$ cat src/rtl/forward_ctrl_pkg.sv
// Shared constants and types for the LEGv8 EX-stage forwarding controller.
package forward_ctrl_pkg;

   localparam int REG_BITS = 5;
   localparam int ZERO_REG = 31;

   // Operand-mux select codes; 2'b11 is never produced.
   typedef enum logic [1:0] {
      FWD_REG = 2'b00,   // register-file value
      FWD_WB  = 2'b01,   // MEM/WB writeback data
      FWD_MEM = 2'b10    // EX/MEM ALU result
   } fwd_sel_t;

endpackage

$ cat src/rtl/forward_ctrl_stage_reg.sv
// One pipeline-stage destination record {valid, rd, regwrite, memread}.
// A synchronous bubble turns the stage into an empty slot.
module fwd_stage_reg #(
   parameter int REG_BITS = 5
) (
   input  logic                clk,
   input  logic                rst_n,
   input  logic                bubble,
   input  logic                valid_nxt,
   input  logic [REG_BITS-1:0] rd_nxt,
   input  logic                regwrite_nxt,
   input  logic                memread_nxt,
   output logic                valid,
   output logic [REG_BITS-1:0] rd,
   output logic                regwrite,
   output logic                memread
);

   // Advance the record one stage per clock, or insert an empty slot.
   // NOTE: every field is reset, not just valid, so a freshly reset stage
   // can never present stale metadata to the match logic.
   always_ff @(posedge clk or negedge rst_n) begin
      if (!rst_n) begin
         valid    <= 1'b0;
         rd       <= '0;
         regwrite <= 1'b0;
         memread  <= 1'b0;
      end else if (bubble) begin
         valid    <= 1'b0;
         rd       <= '0;
         regwrite <= 1'b0;
         memread  <= 1'b0;
      end else begin
         // NOTE: non-blocking assignments keep all stage registers sampling
         // pre-edge values, so EX->MEM->WB shifts without races.
         valid    <= valid_nxt;
         rd       <= rd_nxt;
         regwrite <= regwrite_nxt;
         memread  <= memread_nxt;
      end
   end

endmodule

$ cat src/rtl/forward_ctrl.sv
// Forwarding and load-use hazard controller for the 5-stage LEGv8 pipeline.
// Produces registered operand-mux selects for the EX stage and a
// combinational stall for PC and IF/ID.
module forward_ctrl #(
   parameter int REG_BITS = forward_ctrl_pkg::REG_BITS,
   parameter int ZERO_REG = forward_ctrl_pkg::ZERO_REG
) (
   input  logic                clk,
   input  logic                rst_n,
   input  logic                id_valid,
   input  logic [REG_BITS-1:0] id_rn,
   input  logic [REG_BITS-1:0] id_rm,
   input  logic                id_uses_rn,
   input  logic                id_uses_rm,
   input  logic [REG_BITS-1:0] id_rd,
   input  logic                id_regwrite,
   input  logic                id_memread,
   input  logic                flush,
   output logic [1:0]          fwd_a,
   output logic [1:0]          fwd_b,
   output logic                stall
);

   import forward_ctrl_pkg::*;

   logic                ex_valid,  mem_valid,  wb_valid;
   logic [REG_BITS-1:0] ex_rd,     mem_rd,     wb_rd;
   logic                ex_regwrite, mem_regwrite, wb_regwrite;
   logic                ex_memread,  mem_memread,  wb_memread;

   logic     ex_rn, ex_rm, mem_rn, mem_rm;
   logic     load_use;
   fwd_sel_t fwd_a_nxt, fwd_b_nxt;

   // A stage produces register r when it holds a real writer of r; XZR never counts.
   function automatic logic live(input logic                valid_s,
                                 input logic                regwrite_s,
                                 input logic [REG_BITS-1:0] rd_s,
                                 input logic [REG_BITS-1:0] r);
      return valid_s && regwrite_s && (rd_s == r) && (rd_s != REG_BITS'(ZERO_REG));
   endfunction

   // EX takes the ID instruction, or a bubble on stall/flush.
   fwd_stage_reg #(.REG_BITS(REG_BITS)) u_ex (
      .clk          (clk),
      .rst_n        (rst_n),
      .bubble       (stall | flush),
      .valid_nxt    (id_valid),
      .rd_nxt       (id_rd),
      .regwrite_nxt (id_regwrite),
      .memread_nxt  (id_memread),
      .valid        (ex_valid),
      .rd           (ex_rd),
      .regwrite     (ex_regwrite),
      .memread      (ex_memread)
   );

   // MEM takes EX; a flush kills the instruction leaving EX.
   fwd_stage_reg #(.REG_BITS(REG_BITS)) u_mem (
      .clk          (clk),
      .rst_n        (rst_n),
      .bubble       (flush),
      .valid_nxt    (ex_valid),
      .rd_nxt       (ex_rd),
      .regwrite_nxt (ex_regwrite),
      .memread_nxt  (ex_memread),
      .valid        (mem_valid),
      .rd           (mem_rd),
      .regwrite     (mem_regwrite),
      .memread      (mem_memread)
   );

   // WB is tracked for completeness; the register file bypasses it internally.
   fwd_stage_reg #(.REG_BITS(REG_BITS)) u_wb (
      .clk          (clk),
      .rst_n        (rst_n),
      .bubble       (1'b0),
      .valid_nxt    (mem_valid),
      .rd_nxt       (mem_rd),
      .regwrite_nxt (mem_regwrite),
      .memread_nxt  (mem_memread),
      .valid        (wb_valid),
      .rd           (wb_rd),
      .regwrite     (wb_regwrite),
      .memread      (wb_memread)
   );

   // Record fields that no forwarding decision looks at.
   logic unused_rec;
   assign unused_rec = ^{wb_valid, wb_rd, wb_regwrite, wb_memread, mem_memread};

   // Producer matches for each ID source operand.
   assign ex_rn  = id_uses_rn && live(ex_valid,  ex_regwrite,  ex_rd,  id_rn);
   assign ex_rm  = id_uses_rm && live(ex_valid,  ex_regwrite,  ex_rd,  id_rm);
   assign mem_rn = id_uses_rn && live(mem_valid, mem_regwrite, mem_rd, id_rn);
   assign mem_rm = id_uses_rm && live(mem_valid, mem_regwrite, mem_rd, id_rm);

   // A load in EX cannot feed the ID instruction in time; a flush wins.
   assign load_use = id_valid && ex_memread && (ex_rn || ex_rm);
   assign stall    = load_use && !flush;

   // Next-cycle selects: the newest producer wins, empty slots get FWD_REG.
   always_comb begin
      // NOTE: defaults first so every path assigns both selects and no latch is inferred.
      fwd_a_nxt = FWD_REG;
      fwd_b_nxt = FWD_REG;
      if (id_valid && !stall && !flush) begin
         if (ex_rn)       fwd_a_nxt = FWD_MEM;
         else if (mem_rn) fwd_a_nxt = FWD_WB;
         if (ex_rm)       fwd_b_nxt = FWD_MEM;
         else if (mem_rm) fwd_b_nxt = FWD_WB;
      end
   end

   // Hold the selects stable for the whole EX cycle.
   always_ff @(posedge clk or negedge rst_n) begin
      if (!rst_n) begin
         fwd_a <= 2'b00;
         fwd_b <= 2'b00;
      end else begin
         fwd_a <= fwd_a_nxt;
         fwd_b <= fwd_b_nxt;
      end
   end

endmodule

$ cat config.mk
export PLATFORM = sky130hd
export DESIGN_NAME = forward_ctrl
export DESIGN_NICKNAME = d
export VERILOG_FILES = /design/src/rtl/forward_ctrl_pkg.sv /design/src/rtl/forward_ctrl_stage_reg.sv /design/src/rtl/forward_ctrl.sv
export SDC_FILE = /design/constraint.sdc
export NUM_CORES = 1
export LEC_CHECK = 0
export BUFFER_PORTS_ARGS = -buffer_cell sky130_fd_sc_hd__buf_2
export CAP_MARGIN = 20
export CORE_ASPECT_RATIO = 0.8
export CORE_MARGIN = 1.5
export CORE_UTILIZATION = 35
export CTS_BUF_LIST = sky130_fd_sc_hd__clkbuf_16
export DETAILED_ROUTE_END_ITERATION = 10
export PLACE_DENSITY_LB_ADDON = 0.08
export SLEW_MARGIN = 20
export SYNTH_ARGS = -nofsm -noshare
export SYNTH_HDL_FRONTEND = slang
export SYNTH_HIERARCHICAL = 1
export SYNTH_SLANG_ARGS = --single-unit
$ cat constraint.sdc
create_clock -name clk -period 2.5 [get_ports clk]
set_input_delay 0.25 -clock clk [delete_from_list [all_inputs] [get_ports clk]]
set_output_delay 0.25 -clock clk [all_outputs]
set_load 0.02 [all_outputs]
# After elaboration in Yosys (flattened, before gate mapping)
# Cells that the tools add are included.
# totals
register_bits	19
latch_bits	0
ramBits	0
romBits	0
inputBits	23
out_inout_bits	5
n_memories	0
# op_classes
addsub	0
n_mul	0
div_mod_pow	0
order_cmp	0
eq_ne	6
n_shift	0
n_mux	13
bitwise_logic	1
n_reduce_logical	22
# ops
op	count
== test 5 bit	4
logical AND 1 bit	19
two-way mux 5 bit	2
inequality test 5 bit (second input constant)	2
two-way mux 2 bit	4
two-way mux 1 bit	7
logical NOT 1 bit	2
logical OR 1 bit	1
bitwise OR 1 bit	1

# Logic depth before layout (Yosys ltp)
# depth
depth_word	11
ltp_mapped	6

# Cells and area by module
# Netlist, hierarchy kept.
# modules_own_cells
module	instances	cells_per_inst	area_per_inst_um2	seq_area_each_um2
fwd_stage_reg	2	16	250.2	200.2
forward_ctrl	1	48	478.0	100.1

# Worst setup path after synthesis
# Ideal clock, no wire load.
# synth_path
path_kind	reg2out
from	register u_ex.rd[3]
to	output port stall
t_arrival_ps	1389
path_slack_ps	861
path_stages_with_launch	6
n_path_buf	0
path_cell_list	dfrtp_1 -> xor2_1 -> nor4_1 -> and3_1 -> and2_4 -> o211a_1
# synth_via
elab_chain_len	7
# synth_lines
element	line	source
start: declaration	forward_ctrl_stage_reg.sv:14	output logic [REG_BITS-1:0] rd,
start signal: assignment	forward_ctrl_stage_reg.sv:37	rd <= rd_nxt;
== test 5 bit	forward_ctrl.sv:40	return valid_s && regwrite_s && (rd_s == r) && (rd_s != REG_BITS'(ZERO_REG));
logical AND 1 bit (2 in series)	forward_ctrl.sv:40	
logical AND 1 bit, on equally long branches	forward_ctrl.sv:93, forward_ctrl.sv:94	
logical OR 1 bit (*)	forward_ctrl.sv:99	assign load_use = id_valid && ex_memread && (ex_rn || ex_rm);
logical AND 1 bit (*)	forward_ctrl.sv:99	
logical AND 1 bit (*)	forward_ctrl.sv:100	assign stall = load_use && !flush;
end: declaration	forward_ctrl.sv:21	output logic stall
# Mark *: on every way between the ends. The rest lies on a longest branch, timed or not.

# Worst setup path after layout
# layout_path
from	register u_ex.rd[2]
to	output port stall
# Same word-level chain as after synthesis.

==> metrics.txt <==
# TYPE chip_impl_metric gauge
chip_impl_metric{name="place_worst_setup_slack",unit="ps"} 632.5
chip_impl_info{name="critical_path.endpoint_type",value="output port"} 1
chip_impl_metric{name="switching_power",unit="W"} 0.0001681
chip_impl_info{name="layout_common_cells",value="sky130_fd_sc_hd__buf_2, sky130_fd_sc_hd__dfrtp_1, sky130_fd_sc_hd__xor2_1, sky130_fd_sc_hd__nor2b_1"} 1
chip_impl_metric{name="cts.sink_count",unit=""} 19
chip_impl_metric{name="post_route_cells_drive_above_1_share",unit=""} 0.3182
chip_impl_metric{name="power.switching_fraction",unit=""} 0.2275
chip_impl_info{name="path_cells",value="xor2_1 > nor4_1 > and3_1 > and2_4 > o211a_1 > buf_2"} 1
chip_impl_metric{name="ys_warn_count",unit=""} 6
chip_impl_metric{name="p_int",unit="W"} 0.0005708
chip_impl_metric{name="finalSetupViolations",unit=""} 0
chip_impl_info{name="outcome",value="complete, no violations"} 1
chip_impl_metric{name="post_syn_nets",unit=""} 101
chip_impl_metric{name="first_pass_iters",unit=""} 4
chip_impl_metric{name="timing.final.hold_violations",unit=""} 0
chip_impl_metric{name="fin_skew",unit="ps"} 3.935
chip_impl_metric{name="synthesis.area",unit="um2"} 947.2
chip_impl_metric{name="diodes",unit=""} 0
chip_impl_metric{name="gpl.final_weighted_congestion",unit=""} 0.7630
chip_impl_metric{name="power_leakage",unit="nW"} 0.6062
chip_impl_info{name="worst-setup-path-type",value="register to output port"} 1
chip_impl_metric{name="number_of_global_route_vias_before_repair",unit=""} 632
chip_impl_info{name="tritoncts_clock_tree",value="yes"} 1
chip_impl_metric{name="io_buffer_count",unit=""} 27
chip_impl_metric{name="place.detailed.hpwl",unit="mm"} 1.454
chip_impl_info{name="grt_busiest_layer",value="met1"} 1
chip_impl_metric{name="track_usage",unit=""} 0.1428
chip_impl_metric{name="h-tree-depth",unit=""} 1
chip_impl_metric{name="grt_use_met1",unit=""} 0.2150
chip_impl_metric{name="totalWireLength",unit="mm"} 1.886
chip_impl_metric{name="clock_network_power_share",unit=""} 0.457
chip_impl_metric{name="clk-insertion-delay-late",unit="ps"} 250
chip_impl_metric{name="tightestPinTransition",unit="ps"} 465.4
chip_impl_metric{name="fp.dieArea",unit="um2"} 3029
chip_impl_metric{name="sequentialPowerShare",unit=""} 0.448
chip_impl_metric{name="placed_cell_area",unit="um2"} 1127
chip_impl_metric{name="core.rowCount",unit=""} 16
chip_impl_metric{name="cts_max_path_buffers",unit=""} 2
chip_impl_metric{name="viasPerCell",unit=""} 4.432
chip_impl_metric{name="grt_antenna_before_repair",unit=""} 0
chip_impl_metric{name="max_freq",unit="GHz"} 0.4606
chip_impl_info{name="critPathLaunchType",value="register"} 1
chip_impl_metric{name="die_y",unit="um"} 49.53
chip_impl_metric{name="grt-ovfl-total",unit=""} 0
chip_impl_metric{name="synth_area_per_cell",unit="um2"} 12.14
chip_impl_metric{name="timing.critical_path.fanout_max",unit=""} 4
chip_impl_metric{name="detail_route.iter0.violations",unit=""} 21
chip_impl_metric{name="comb_power_share",unit=""} 0.094
chip_impl_info{name="setup_repair_after_global_routing_missed_its_margin",value="false"} 1
chip_impl_metric{name="clkSlewWorstSetupHoldPaths",unit="ps"} 60
chip_impl_info{name="ctsRootBufferMaster",value="sky130_fd_sc_hd__clkbuf_16"} 1
chip_impl_metric{name="number_of_vias_in_the_routed_layout",unit=""} 647
chip_impl_info{name="worst_path_max_delay_cell",value="sky130_fd_sc_hd__dfrtp_1"} 1
chip_impl_metric{name="grt_start_max_net_pins",unit=""} 20
chip_impl_info{name="hold_path_class",value="input port to register"} 1
chip_impl_metric{name="detail_route.wl_per_cell",unit="um"} 12.92
chip_impl_info{name="path_delay_family",value="simple AND/OR/NAND/NOR gates"} 1
chip_impl_metric{name="layout-area-overhead-vs-synth",unit="%"} 28.80
chip_impl_metric{name="post-route-worst-setup-slack",unit="ps"} 328.8
chip_impl_metric{name="timing.critical_path.arrival",unit="ps"} 1920
chip_impl_metric{name="grtUsageMet3",unit=""} 0.05512
chip_impl_metric{name="critical-path-max-stage-delay",unit="ps"} 430
chip_impl_metric{name="required",unit="ps"} 2250
chip_impl_metric{name="cp_num_buf_inv",unit=""} 1
chip_impl_metric{name="timing.final.crit_share",unit=""} 0.8685
chip_impl_metric{name="cellPowerDensity",unit="nW/um2"} 605.7
chip_impl_metric{name="fp.dieW",unit="um"} 61.16
chip_impl_metric{name="grt_first_pass_wirelength",unit="mm"} 3.049
chip_impl_metric{name="final_period_minus_worst_setup_slack",unit="ps"} 2171
chip_impl_metric{name="setup_tns_after_final_layout",unit="ps"} 0
chip_impl_metric{name="drcViolationCount",unit=""} 0
chip_impl_metric{name="timing.final.max_slew_violations",unit=""} 0
chip_impl_metric{name="final_antenna_net_count",unit=""} 0
chip_impl_metric{name="finish.instance_area",unit="um2"} 1220
chip_impl_metric{name="floorplan.core_area",unit="um2"} 2502
chip_impl_metric{name="maxCapViolations",unit=""} 0
chip_impl_metric{name="cts-buffers-inserted",unit=""} 3
chip_impl_info{name="final_common_cell",value="sky130_fd_sc_hd__buf_2"} 1
chip_impl_metric{name="post_synth_inst_count",unit=""} 78
chip_impl_metric{name="vdd_ir_drop_max",unit="mV"} 0.3404
chip_impl_metric{name="floorplan.io_pins",unit=""} 28
chip_impl_metric{name="initial_core_util",unit=""} 0.3785
chip_impl_metric{name="global_route.usage.met2",unit=""} 0.1862
chip_impl_metric{name="slew_headroom",unit=""} 0.6894
chip_impl_metric{name="nets",unit=""} 134
## sequential cells by signal, summed over array words and instances (netlist names)
signal	count
u_ex/rd	5
fwd_b	2
u_mem/regwrite	1
u_ex/valid	1
u_mem/rd	5
fwd_a	2
u_mem/valid	1
u_ex/regwrite	1
u_ex/memread	1
## final timing paths
check / to / cells after the start / from / slack, ps
min: u_ex/rd[4]$_DFF_PN0_ / 2 / id_rd[4] / 210
min in group asynchronous: u_ex/memread$_DFF_PN0_ / 2 / rst_n / 460
max reg2reg: u_ex/rd[0]$_DFF_PN0_ / 6 / u_ex/rd[2]$_DFF_PN0_ / 710
min reg2reg: u_mem/regwrite$_DFF_PN0_ / 1 / u_ex/regwrite$_DFF_PN0_ / 500
max: stall / 6 / u_ex/rd[2]$_DFF_PN0_ / 330
max in group asynchronous: u_mem/rd[1]$_DFF_PN0_ / 2 / rst_n / 1740
## routing by layer
metal | routed length, um | vias to the layer above
li1 | - | 330
met1 | 988 | 290
met2 | 750 | 25
met3 | 135 | 2
met4 | 11 | 0
met5 | 0 | -
## power by group through the flow
stage,Sequential (W),Clock (W),Combinational [W]
floorplan,0.000334,0,0.0000343
global placement,0.000337,0,0.0000697
detailed placement,0.000337,0,0.0000693
CTS,0.000331,0.000347,0.0000709
global route,0.000333,0.000363,0.0000786
finish,0.000331,0.000338,0.0000696
## layout make-up
cell class / instances / area [um2]
clock buffers: 3 / 75.07
clock inverters: 1 / 7.507
fillers: 233 / 1282
multi-input cells: 59 / 471.7
flip-flops and latches: 19 / 475.5
well taps: 36 / 45.04
repair buffers: 28 / 145.1
## timing repair
item	CTS	global route
resized for setup	0	0
buffers inserted	0	0
hold buffers	1	0
hold endpoints to repair	19	0
## through the flow
step           hold slack [ps]  total power, W  cells    util
2_1_floorplan           -45.59       0.0003678     78       -
3_3_place_gp             218.6       0.0004066    141  0.4505
3_5_place_dp             217.8       0.0004064    141  0.4505
4_1_cts                  210.5       0.0007488    146  0.4875
5_1_grt                  213.7       0.0007747    146  0.4875
6_report                 210.3       0.0007389    146  0.4875
No activity file was read; power rests on OpenSTA's default activity.
